$ cat src/rtl/pair_stream_gen.sv
// Upstream feeder of the filter bank: one reference particle per filter, every home-cell
// neighbour broadcast to all filters, two phases per start, drained between reference indices.
module pair_stream_gen #(
  parameter int unsigned NUM_FILTER     = 7,
  parameter int unsigned FILTER_LATENCY = 4,
  parameter int unsigned ID_WIDTH       = 8,
  parameter int unsigned DATA_WIDTH     = 32
) (
  input  logic                                  clk,
  input  logic                                  rst,
  input  logic                                  start,
  input  logic [NUM_FILTER-1:0][ID_WIDTH-1:0]   ref_count,
  input  logic [ID_WIDTH-1:0]                   nb_count,
  output logic [ID_WIDTH-1:0]                   ref_rd_addr,
  input  logic [NUM_FILTER-1:0][DATA_WIDTH-1:0] ref_rd_data,
  output logic [ID_WIDTH-1:0]                   nb_rd_addr,
  input  logic [DATA_WIDTH-1:0]                 nb_rd_data,
  output logic [NUM_FILTER-1:0][DATA_WIDTH-1:0] ref_pos,
  output logic [DATA_WIDTH-1:0]                 nb_pos,
  output logic [ID_WIDTH-1:0]                   nb_id_out,
  output logic [NUM_FILTER-1:0]                 input_valid,
  output logic                                  phase,
  input  logic [NUM_FILTER-1:0]                 back_pressure,
  input  logic                                  all_buffer_empty,
  output logic                                  busy,
  output logic                                  done
);

  typedef logic [ID_WIDTH-1:0] id_t;
  localparam id_t IdOne = id_t'(1);

  // Last input_valid lands one cycle into DRAIN; FILTER_LATENCY+1 further cycles follow it.
  localparam int unsigned DrainCycles = FILTER_LATENCY + 2;
  localparam int unsigned CntWidth    = $clog2(DrainCycles + 1);
  typedef logic [CntWidth-1:0] cnt_t;
  localparam cnt_t DrainLast = cnt_t'(DrainCycles);

  typedef enum logic [2:0] {
    StIdle,
    StLoadRef,
    StWaitRef,
    StStream,
    StDrain,
    StNext,
    StFinish
  } state_e;

  state_e state_q, state_d;
  logic   phase_q, phase_d;
  id_t    ref_idx_q, ref_idx_d;
  id_t    nb_idx_q, nb_idx_d;
  id_t    nb_count_q, nb_count_d;
  id_t    max_ref_q, max_ref_d;
  cnt_t   drain_cnt_q, drain_cnt_d;
  logic   issue_q, issue_d;
  id_t    issue_id_q, issue_id_d;
  id_t    nb_id_q, nb_id_d;

  logic [NUM_FILTER-1:0][ID_WIDTH-1:0]   ref_count_q, ref_count_d;
  logic [NUM_FILTER-1:0][DATA_WIDTH-1:0] ref_pos_q, ref_pos_d;
  logic [DATA_WIDTH-1:0]                 nb_pos_q, nb_pos_d;
  logic [NUM_FILTER-1:0]                 valid_q, valid_d;

  id_t                   max_ref_in;
  logic [NUM_FILTER-1:0] active;
  logic                  stall;
  logic [ID_WIDTH:0]     ref_idx_inc;

  always_comb begin
    max_ref_in = '0;
    for (int i = 0; i < NUM_FILTER; i++) begin
      if (ref_count[i] > max_ref_in) max_ref_in = ref_count[i];
    end
  end

  // Filters whose reference cell still holds a particle at the current ref_idx.
  always_comb begin
    active = '0;
    for (int i = 0; i < NUM_FILTER; i++) begin
      active[i] = ref_idx_q < ref_count_q[i];
    end
  end

  assign stall       = |(back_pressure & active);
  assign ref_idx_inc = {1'b0, ref_idx_q} + {{ID_WIDTH{1'b0}}, 1'b1};

  always_comb begin
    state_d     = state_q;
    phase_d     = phase_q;
    ref_idx_d   = ref_idx_q;
    nb_idx_d    = nb_idx_q;
    nb_count_d  = nb_count_q;
    max_ref_d   = max_ref_q;
    ref_count_d = ref_count_q;
    drain_cnt_d = drain_cnt_q;
    issue_d     = 1'b0;
    issue_id_d  = issue_id_q;
    ref_pos_d   = ref_pos_q;

    // The read issued last cycle returns now and becomes a pair.
    valid_d  = issue_q ? active : '0;
    nb_pos_d = issue_q ? nb_rd_data : nb_pos_q;
    nb_id_d  = issue_q ? issue_id_q : nb_id_q;

    unique case (state_q)
      StIdle: begin
        if (start) begin
          state_d    = StLoadRef;
          phase_d    = 1'b0;
          ref_idx_d  = '0;
          nb_count_d = nb_count;
        end
      end
      StLoadRef: begin
        ref_count_d = ref_count;
        if (max_ref_in == '0 || nb_count_q == '0) begin
          // Zeroing max_ref makes NEXT close the whole phase.
          max_ref_d = '0;
          state_d   = StNext;
        end else begin
          max_ref_d = max_ref_in;
          state_d   = StWaitRef;
        end
      end
      StWaitRef: begin
        ref_pos_d = ref_rd_data;
        nb_idx_d  = '0;
        state_d   = StStream;
      end
      StStream: begin
        if (!stall) begin
          issue_d    = 1'b1;
          issue_id_d = nb_idx_q;
          if (nb_idx_q == nb_count_q - IdOne) begin
            drain_cnt_d = '0;
            state_d     = StDrain;
          end else begin
            nb_idx_d = nb_idx_q + IdOne;
          end
        end
      end
      StDrain: begin
        if (drain_cnt_q == DrainLast) begin
          if (all_buffer_empty) state_d = StNext;
        end else begin
          drain_cnt_d = drain_cnt_q + cnt_t'(1);
        end
      end
      StNext: begin
        if (ref_idx_inc < {1'b0, max_ref_q}) begin
          ref_idx_d = ref_idx_q + IdOne;
          state_d   = StLoadRef;
        end else if (!phase_q) begin
          phase_d   = 1'b1;
          ref_idx_d = '0;
          state_d   = StLoadRef;
        end else begin
          state_d = StFinish;
        end
      end
      StFinish: begin
        phase_d   = 1'b0;
        ref_idx_d = '0;
        nb_idx_d  = '0;
        state_d   = StIdle;
      end
      default: state_d = StIdle;
    endcase
  end

  always_ff @(posedge clk) begin
    if (rst) begin
      state_q     <= StIdle;
      phase_q     <= 1'b0;
      ref_idx_q   <= '0;
      nb_idx_q    <= '0;
      nb_count_q  <= '0;
      max_ref_q   <= '0;
      ref_count_q <= '0;
      drain_cnt_q <= '0;
      issue_q     <= 1'b0;
      issue_id_q  <= '0;
      ref_pos_q   <= '0;
      nb_pos_q    <= '0;
      nb_id_q     <= '0;
      valid_q     <= '0;
    end else begin
      state_q     <= state_d;
      phase_q     <= phase_d;
      ref_idx_q   <= ref_idx_d;
      nb_idx_q    <= nb_idx_d;
      nb_count_q  <= nb_count_d;
      max_ref_q   <= max_ref_d;
      ref_count_q <= ref_count_d;
      drain_cnt_q <= drain_cnt_d;
      issue_q     <= issue_d;
      issue_id_q  <= issue_id_d;
      ref_pos_q   <= ref_pos_d;
      nb_pos_q    <= nb_pos_d;
      nb_id_q     <= nb_id_d;
      valid_q     <= valid_d;
    end
  end

  assign ref_rd_addr = ref_idx_q;
  assign nb_rd_addr  = nb_idx_q;
  assign ref_pos     = ref_pos_q;
  assign nb_pos      = nb_pos_q;
  assign nb_id_out   = nb_id_q;
  assign input_valid = valid_q;
  assign phase       = phase_q;
  assign busy        = (state_q != StIdle) && (state_q != StFinish);
  assign done        = (state_q == StFinish);

endmodule
$ cat config.mk
export PLATFORM = sky130hd
export DESIGN_NAME = pair_stream_gen
export DESIGN_NICKNAME = d
export VERILOG_FILES = /design/src/rtl/pair_stream_gen.sv
export SDC_FILE = /design/constraint.sdc
export NUM_CORES = 1
export LEC_CHECK = 0
export CAP_MARGIN = 20
export CORE_AREA = 8 8 238 240
export DETAILED_ROUTE_END_ITERATION = 16
export DIE_AREA = 0 0 246 248
export HOLD_SLACK_MARGIN = 0.05
export SYNTH_ARGS = -nofsm -noshare
export SYNTH_HDL_FRONTEND = slang
export SYNTH_SLANG_ARGS = --single-unit
$ cat constraint.sdc
create_clock -name clk -period 36.7 [get_ports clk]
set_input_delay 3.67 -clock clk [delete_from_list [all_inputs] [get_ports clk]]
set_output_delay 3.67 -clock clk [all_outputs]
set_load 0.02 [all_outputs]
Word level (Yosys, flattened, before mapping)
Index checks and enable logic that the tools add are counted.
Word-level totals
  input bits: 331
  word-level logic and storage cells: 120
  output and inout bits: 290
  register bits: 375
Cells by class
  bitwise operators: 4
  $lt $le $gt $ge: 15
  $add $sub $neg: 5
  mux-type cells: 32
  reduce and logical (&&, ||, !) cells: 20
  equal/unequal tests: 18
Operators by type and width (count)
  8-bit two-way mux: 13
  8-bit less-than comparator: 7
  8-bit > comparator: 6
  3-bit two-way mux: 11
  8-bit one-hot mux with 3 select lines: 1
  3-bit one-hot mux with 6 select lines: 1
  8-bit by 1-bit adder with 8-bit output (second input constant): 2
  8-bit logical NOT: 2
  2-bit != test (second input constant): 8
  8-bit one-hot mux with 2 select lines: 1
  3-bit == test (second input constant): 4
  8-bit by 1-bit adder with 9-bit output (second input constant): 1
  9-bit by 8-bit less-than comparator with 1-bit output: 1
  3-bit AND reduction: 3
  8-bit == test: 1
  8-bit by 1-bit > comparator with 1-bit output (second input constant): 1
  8-bit by 1-bit subtractor with 8-bit output (second input constant): 1
  7-bit AND: 1
  7-bit OR reduction: 1
  3-bit by 2-bit == test with 1-bit output (second input constant): 2
  3-bit != test (second input constant): 2
  3-bit one-hot mux with 2 select lines: 1
  3-bit nonzero test: 2
  2-bit OR reduction: 3
  other kinds (12): 18

Depth between registers and ports, before layout
  depth after elaboration: 18
  depth in mapped cells: 65
  mapped depth without buffers: 59

Least setup slack after synthesis
No wires, ideal clock.
  kind: in2reg
  start point: in ref_count[0] (netlist name)
  end point: reg state_q[1]
  required time: 36.580 ns
  slack: 22.419 ns
  buffers on the path: 6
  arrival time: 14.161 ns
  stages: 60
  setup time: 0.120 ns
  cell sequence: clkbuf_1 -> ha_1 -> nand4_1 -> or3_4 -> nand2_2 -> and2_1 -> clkbuf_1 -> mux2i_1 -> ha_1 -> a211oi_2 -> nor2_2 -> o31ai_2 -> nand2b_1 -> clkbuf_1 -> o21ai_0 -> ha_1 -> a21oi_1 -> o21a_1 -> (+24 left out) -> mux2i_1 -> inv_1 -> ha_1 -> nor2b_1 -> o21a_1 -> o21ai_0 -> nand2b_1 -> a21oi_1 -> o21ai_0 -> o21ai_0 -> clkbuf_1 -> nand2_1 -> o41ai_1 -> a31oi_1 -> nand4_1 -> nor4_2 -> nor2_1 -> o31a_1
Between the ends
  longest elaborated chain between the ends: 18
RTL lines
  start: declaration: RTL line 12  | input logic [NUM_FILTER-1:0][ID_WIDTH-1:0] ref_count,
  8-bit by 1-bit > comparator with 1-bit output: RTL line 72  | if (ref_count[i] > max_ref_in) max_ref_in = ref_count[i];
  8-bit two-way mux (*): RTL line 72
  8-bit > comparator: RTL line 72
  8-bit two-way mux (*): RTL line 72
  8-bit > comparator: RTL line 72
  8-bit two-way mux (*): RTL line 72
  8-bit > comparator: RTL line 72
  8-bit two-way mux (*): RTL line 72
  (+2 left out)
  8-bit > comparator: RTL line 72
  8-bit two-way mux (*): RTL line 72
  8-bit > comparator: RTL line 72
  8-bit two-way mux (*): RTL line 72
  8-bit logical NOT (*): RTL line 116  | if (max_ref_in == '0 || nb_count_q == '0) begin
  1-bit logical OR (*): RTL line 116
  3-bit two-way mux (*): RTL line 116
  3-bit one-hot mux with 6 select lines (*): RTL line 105  | unique case (state_q)
  end signal: assignment: RTL line 173  | state_q <= StIdle;
  end signal: assignment: RTL line 188  | state_q <= state_d;
  end: declaration: RTL line 48  | state_e state_q, state_d;
Every way passes the cells marked *; elsewhere a longest branch is shown, timed or not.
A chain may end at the register's enable or synchronous reset.

Worst setup path after layout
  start point: in ref_count[1] (netlist name)
  end point: reg state_q[1]
The elaborated chain is that of the path after synthesis.

==> reports/qor_table.md <==
| Quantity | Value |
|---|---|
| Portion of the post-synthesis area used by sequential elements | 44.43% |
| Clock-pin slew reported for the worst setup and hold paths after clock tree synthesis | 0.06 ns |
| Pwr dens | 68.24 mW/mm² |
| Number of buffers added on ports | 620 |
| GPL Wtd Cong | 0.9063 |
| Clock buffer depth | 3 |
| Power after layout | 1.723 mW |
| Hold violation count in the final report | 0 |
| Leakage power of the design | 9.423 nW |
| Via count of the first global-routing pass | 16412 |
| I/O pin count | 621 |
| Mean instance size in the synthesized netlist | 7.951 µm² |
| Skew final | 0.01528 ns |
| Estimated wirelength of the detail-placed design | 52770 µm |
| Clk pwr share | 27.0% |
| Fin nets | 3120 |
| Max Freq | 0.06245 GHz |
| Clk root buf | sky130_fd_sc_hd__clkbuf_16 |
| Biggest fanout along the worst timing path | 12 |
| Unique masters post-synth | 72 |
| Worst-case register-to-register setup slack | 32.62 ns |
| Category of the worst setup path launch point | primary input |
| Wire length of the first global-routing pass | 99990 µm |
| Vias per Instance | 4.817 |
| Fraction of power spent switching nets | 38.36% |
| Yosys warnings | 0 |
| Finish-stage setup viols | 0 |
| Commonest register cell after synthesis | sky130_fd_sc_hd__dfxtp_1 |
| Setup Total Neg Slack | 0 ns |
| Internal power summed over all cells | 1.062 mW |
| Cell with the biggest individual delay on the critical path | sky130_fd_sc_hd__a32oi_1 |
| Fraction of layout instances using a drive strength above 1 | 4.637% |
| Number of buffers added by the clock tree synthesis step | 44 |
| Share of the synthesized area in the top cell type | 44.43% |
| Vert. Die Dim | 248 µm |
| Peak ir drop on the vdd network | 0.03874 mV |
| Pin count of the biggest net entering global routing | 216 |
| Syn Nets | 2562 |
| CP dominant cell by count | sky130_fd_sc_hd__ha_1 |
| Core Footprint | 0.05307 mm² |
| Portion of the clock cycle consumed by the worst path in the final layout | 43.63% |
| Relative contribution of combinational cells to total power | 43.0% |
| Slew Limit Fails | 0 |
| Critical Path RT | 37.13 ns |
| Worst hold path type | reg2reg |
| Clock insertion delay at the later pin of the skew report | 0.55 ns |
| Largest cells by area after synthesis | sky130_fd_sc_hd__dfxtp_1 (44%), sky130_fd_sc_hd__nand2_1 (14%), sky130_fd_sc_hd__a21oi_1 (9.9%) |
| Library cell with the highest instance count after synthesis | sky130_fd_sc_hd__nand2_1 |
| Number of vias after detailed routing | 16494 |
| Initial cell density of the core | 31.84% |
| Die width | 246 µm |
| RSZ-0062 raised after global routing | no |
| Critical Path Max Stage Delay | 0.64 ns |
| Critical path class | in2reg |
| Number of buffers inserted by hold repair at cts | 0 |
| Total grt overflow | 0 |
| Maximum level of the CTS H-tree | 2 |
| Count of antenna-violating nets left after detailed routing | 0 |
| Final wirelength | 68780 µm |
| Mapped cell area | 0.01690 mm² |
| #FFs+latches synth | 375 |
| Sequential Power Share | 30.0% |
| GR Util All Layers | 21.12% |
| Switch Pwr | 0.6609 mW |
| Starting DRT DRC Count | 889 |
| DRC violation count after routing | 0 |
| Clock tree from TritonCTS | yes |
| Category of the worst setup path capture point | register |
| Worst slew margin | 29.27% |
| Number of core rows | 85 |
| # resized after CTS | 0 |
| Max-capacitance violation count | 0 |
| Number of antenna violations at the first check in global routing | 15 |
| Cell type with the highest aggregate area in the netlist | sky130_fd_sc_hd__dfxtp_1 |
| Detailed-route wire length per cell | 20.09 µm |
| Total Die Area | 0.06101 mm² |
| Clock period minus final worst setup slack | 16.01 ns |
| Sinks on Clock Net | 375 |
| Run status | finished, final reports clean |
| Area added between synthesis and finish | 49.43% |
| Crit path arrival time | 16.45 ns |
| Post-synthesis instance total | 2125 |
| Number of enable flip-flop cells after synthesis | 0 |
| Post-synth top cells | sky130_fd_sc_hd__nand2_1 (626), sky130_fd_sc_hd__dfxtp_1 (375), sky130_fd_sc_hd__a21oi_1 (334), sky130_fd_sc_hd__clkbuf_1 (109), sky130_fd_sc_hd__ha_1 (106) |
| Worst hold margin | 0.4505 ns |
| Count of TritonRoute iterations in the first routing pass | 7 |
| Post-CTS repair timing setup buffer count | 0 |
| Async set-or-reset flop fraction in the synthesized netlist | 0% |
| Actual slew at the worst max-slew pin | 1.061 ns |
-- worst max-delay path, delay by kind of cell --
kind | cells | cell delay [ns]
AOI/OAI and AO/OA | 24 | 5.38
adders and majority gates | 6 | 1.73
buffers and inverters | 5 | 0.99
muxes | 4 | 1.29
and+or+nand+nor | 18 | 3.36
-- area by class of cell --
class / count / area, µm²
Sequential cell: 375 / 7508
Inverter: 97 / 364.1
Antenna cell: 11 / 27.53
Tap cell: 696 / 870.8
Timing Repair Buffer: 634 / 6346
Clock buffer: 64 / 1338
Multi-Input combinational cell: 1531 / 8576
Clock inverter: 16 / 217.7
Fill cell: 5158 / 27820
-- cell families after synthesis --
family          after synthesis  synth area share [%]
simple gates                846                 20.77
compound gates              483                 16.32
flops                       375                 44.43
buf+inv                     219                 4.961
fa+ha+maj                   106                 7.850
mux                          70                 4.317
xor+xnor                     26                 1.348
-- cell usage in the layout (no fill, tap or decap), types with 6 or more instances in the layout --
cell	synthesis	routed
sky130_fd_sc_hd__nand2b_1	19	17
sky130_fd_sc_hd__clkbuf_8	0	14
sky130_fd_sc_hd__a31oi_1	11	11
sky130_fd_sc_hd__nand3_1	12	12
sky130_fd_sc_hd__a22oi_1	6	6
sky130_fd_sc_hd__nand4_1	11	11
sky130_fd_sc_hd__inv_1	96	96
sky130_fd_sc_hd__a21o_1	48	48
sky130_fd_sc_hd__nand2_1	626	626
sky130_fd_sc_hd__o21ai_1	7	7
sky130_fd_sc_hd__nand3b_1	7	7
sky130_fd_sc_hd__xor2_1	15	15
sky130_fd_sc_hd__clkinv_2	0	7
sky130_fd_sc_hd__nor2b_1	12	12
sky130_fd_sc_hd__and2_1	13	13
sky130_fd_sc_hd__mux2_2	9	9
sky130_fd_sc_hd__buf_4	0	11
sky130_fd_sc_hd__clkbuf_16	0	45
sky130_fd_sc_hd__nor2_1	102	100
sky130_fd_sc_hd__o21ai_0	27	27
sky130_fd_sc_hd__o21a_1	11	11
sky130_fd_sc_hd__a21oi_1	334	334
sky130_fd_sc_hd__and3_1	10	10
sky130_fd_sc_hd__nor3_1	8	8
sky130_fd_sc_hd__ha_1	106	106
sky130_fd_sc_hd__xnor2_1	11	11
sky130_fd_sc_hd__clkdlybuf4s50_1	0	619
sky130_fd_sc_hd__mux2i_1	59	59
sky130_fd_sc_hd__dfxtp_1	375	374
sky130_fd_sc_hd__diode_2	0	11
-- stage by stage --
| step | std cells | setup WS (ns) | util [%] | instance area, µm² |
|---|---|---|---|---|
| final | 3424 | 20.69 | 47.58 | 25250 |
| after global placement | 3331 | 20.71 | 44.53 | 23630 |
| after global routing | 3419 | 19.53 | 47.55 | 25240 |
| after CTS | 3412 | 20.79 | 47.51 | 25220 |
| after floorplan | 2125 | 22.42 | - | 16900 |
| after detailed placement | 3332 | 20.24 | 44.58 | 23660 |
-- layer usage --
metal,GRT usage [%],part of all wire (%)
met1,23.58,39
met2,36.59,50
met3,6.692,7.7
met4,9.303,3.8
met5,0,0.080
-- power groups by stage --
| stage | sequential [mW] | combinational (mW) | clock [mW] |
|---|---|---|---|
| finish | 0.517 | 0.741 | 0.465 |
| global route | 0.525 | 0.820 | 0.494 |
| CTS | 0.516 | 0.744 | 0.477 |
| detailed placement | 0.524 | 0.740 | 0 |
| global placement | 0.522 | 0.726 | 0 |
| floorplan | 0.568 | 0.428 | 0 |
-- flip-flops by register name, indices dropped and copies added (netlist names) --
| name | cells |
|---|---|
| input_valid | 7 |
| state_q | 3 |
| drain_cnt_q | 3 |
| nb_pos | 32 |
| nb_count_q | 8 |
| ref_pos | 224 |
| phase | 1 |
| ref_rd_addr | 8 |
| issue_id_q | 8 |
| nb_rd_addr | 8 |
| issue_q | 1 |
| nb_id_out | 8 |
| ref_count_q | 56 |
| max_ref_q | 8 |
-- path summary, 6_finish.rpt --
kind	start	to	cells past startpoint
min	ref_pos[102]	ref_pos[102]	2
max	ref_count[1]	state_q[1]	57
min reg2reg	ref_pos[102]	ref_pos[102]	2
max reg2reg	ref_rd_addr[0]	ref_rd_addr[3]	17
Power figures use the tool's default switching activity.
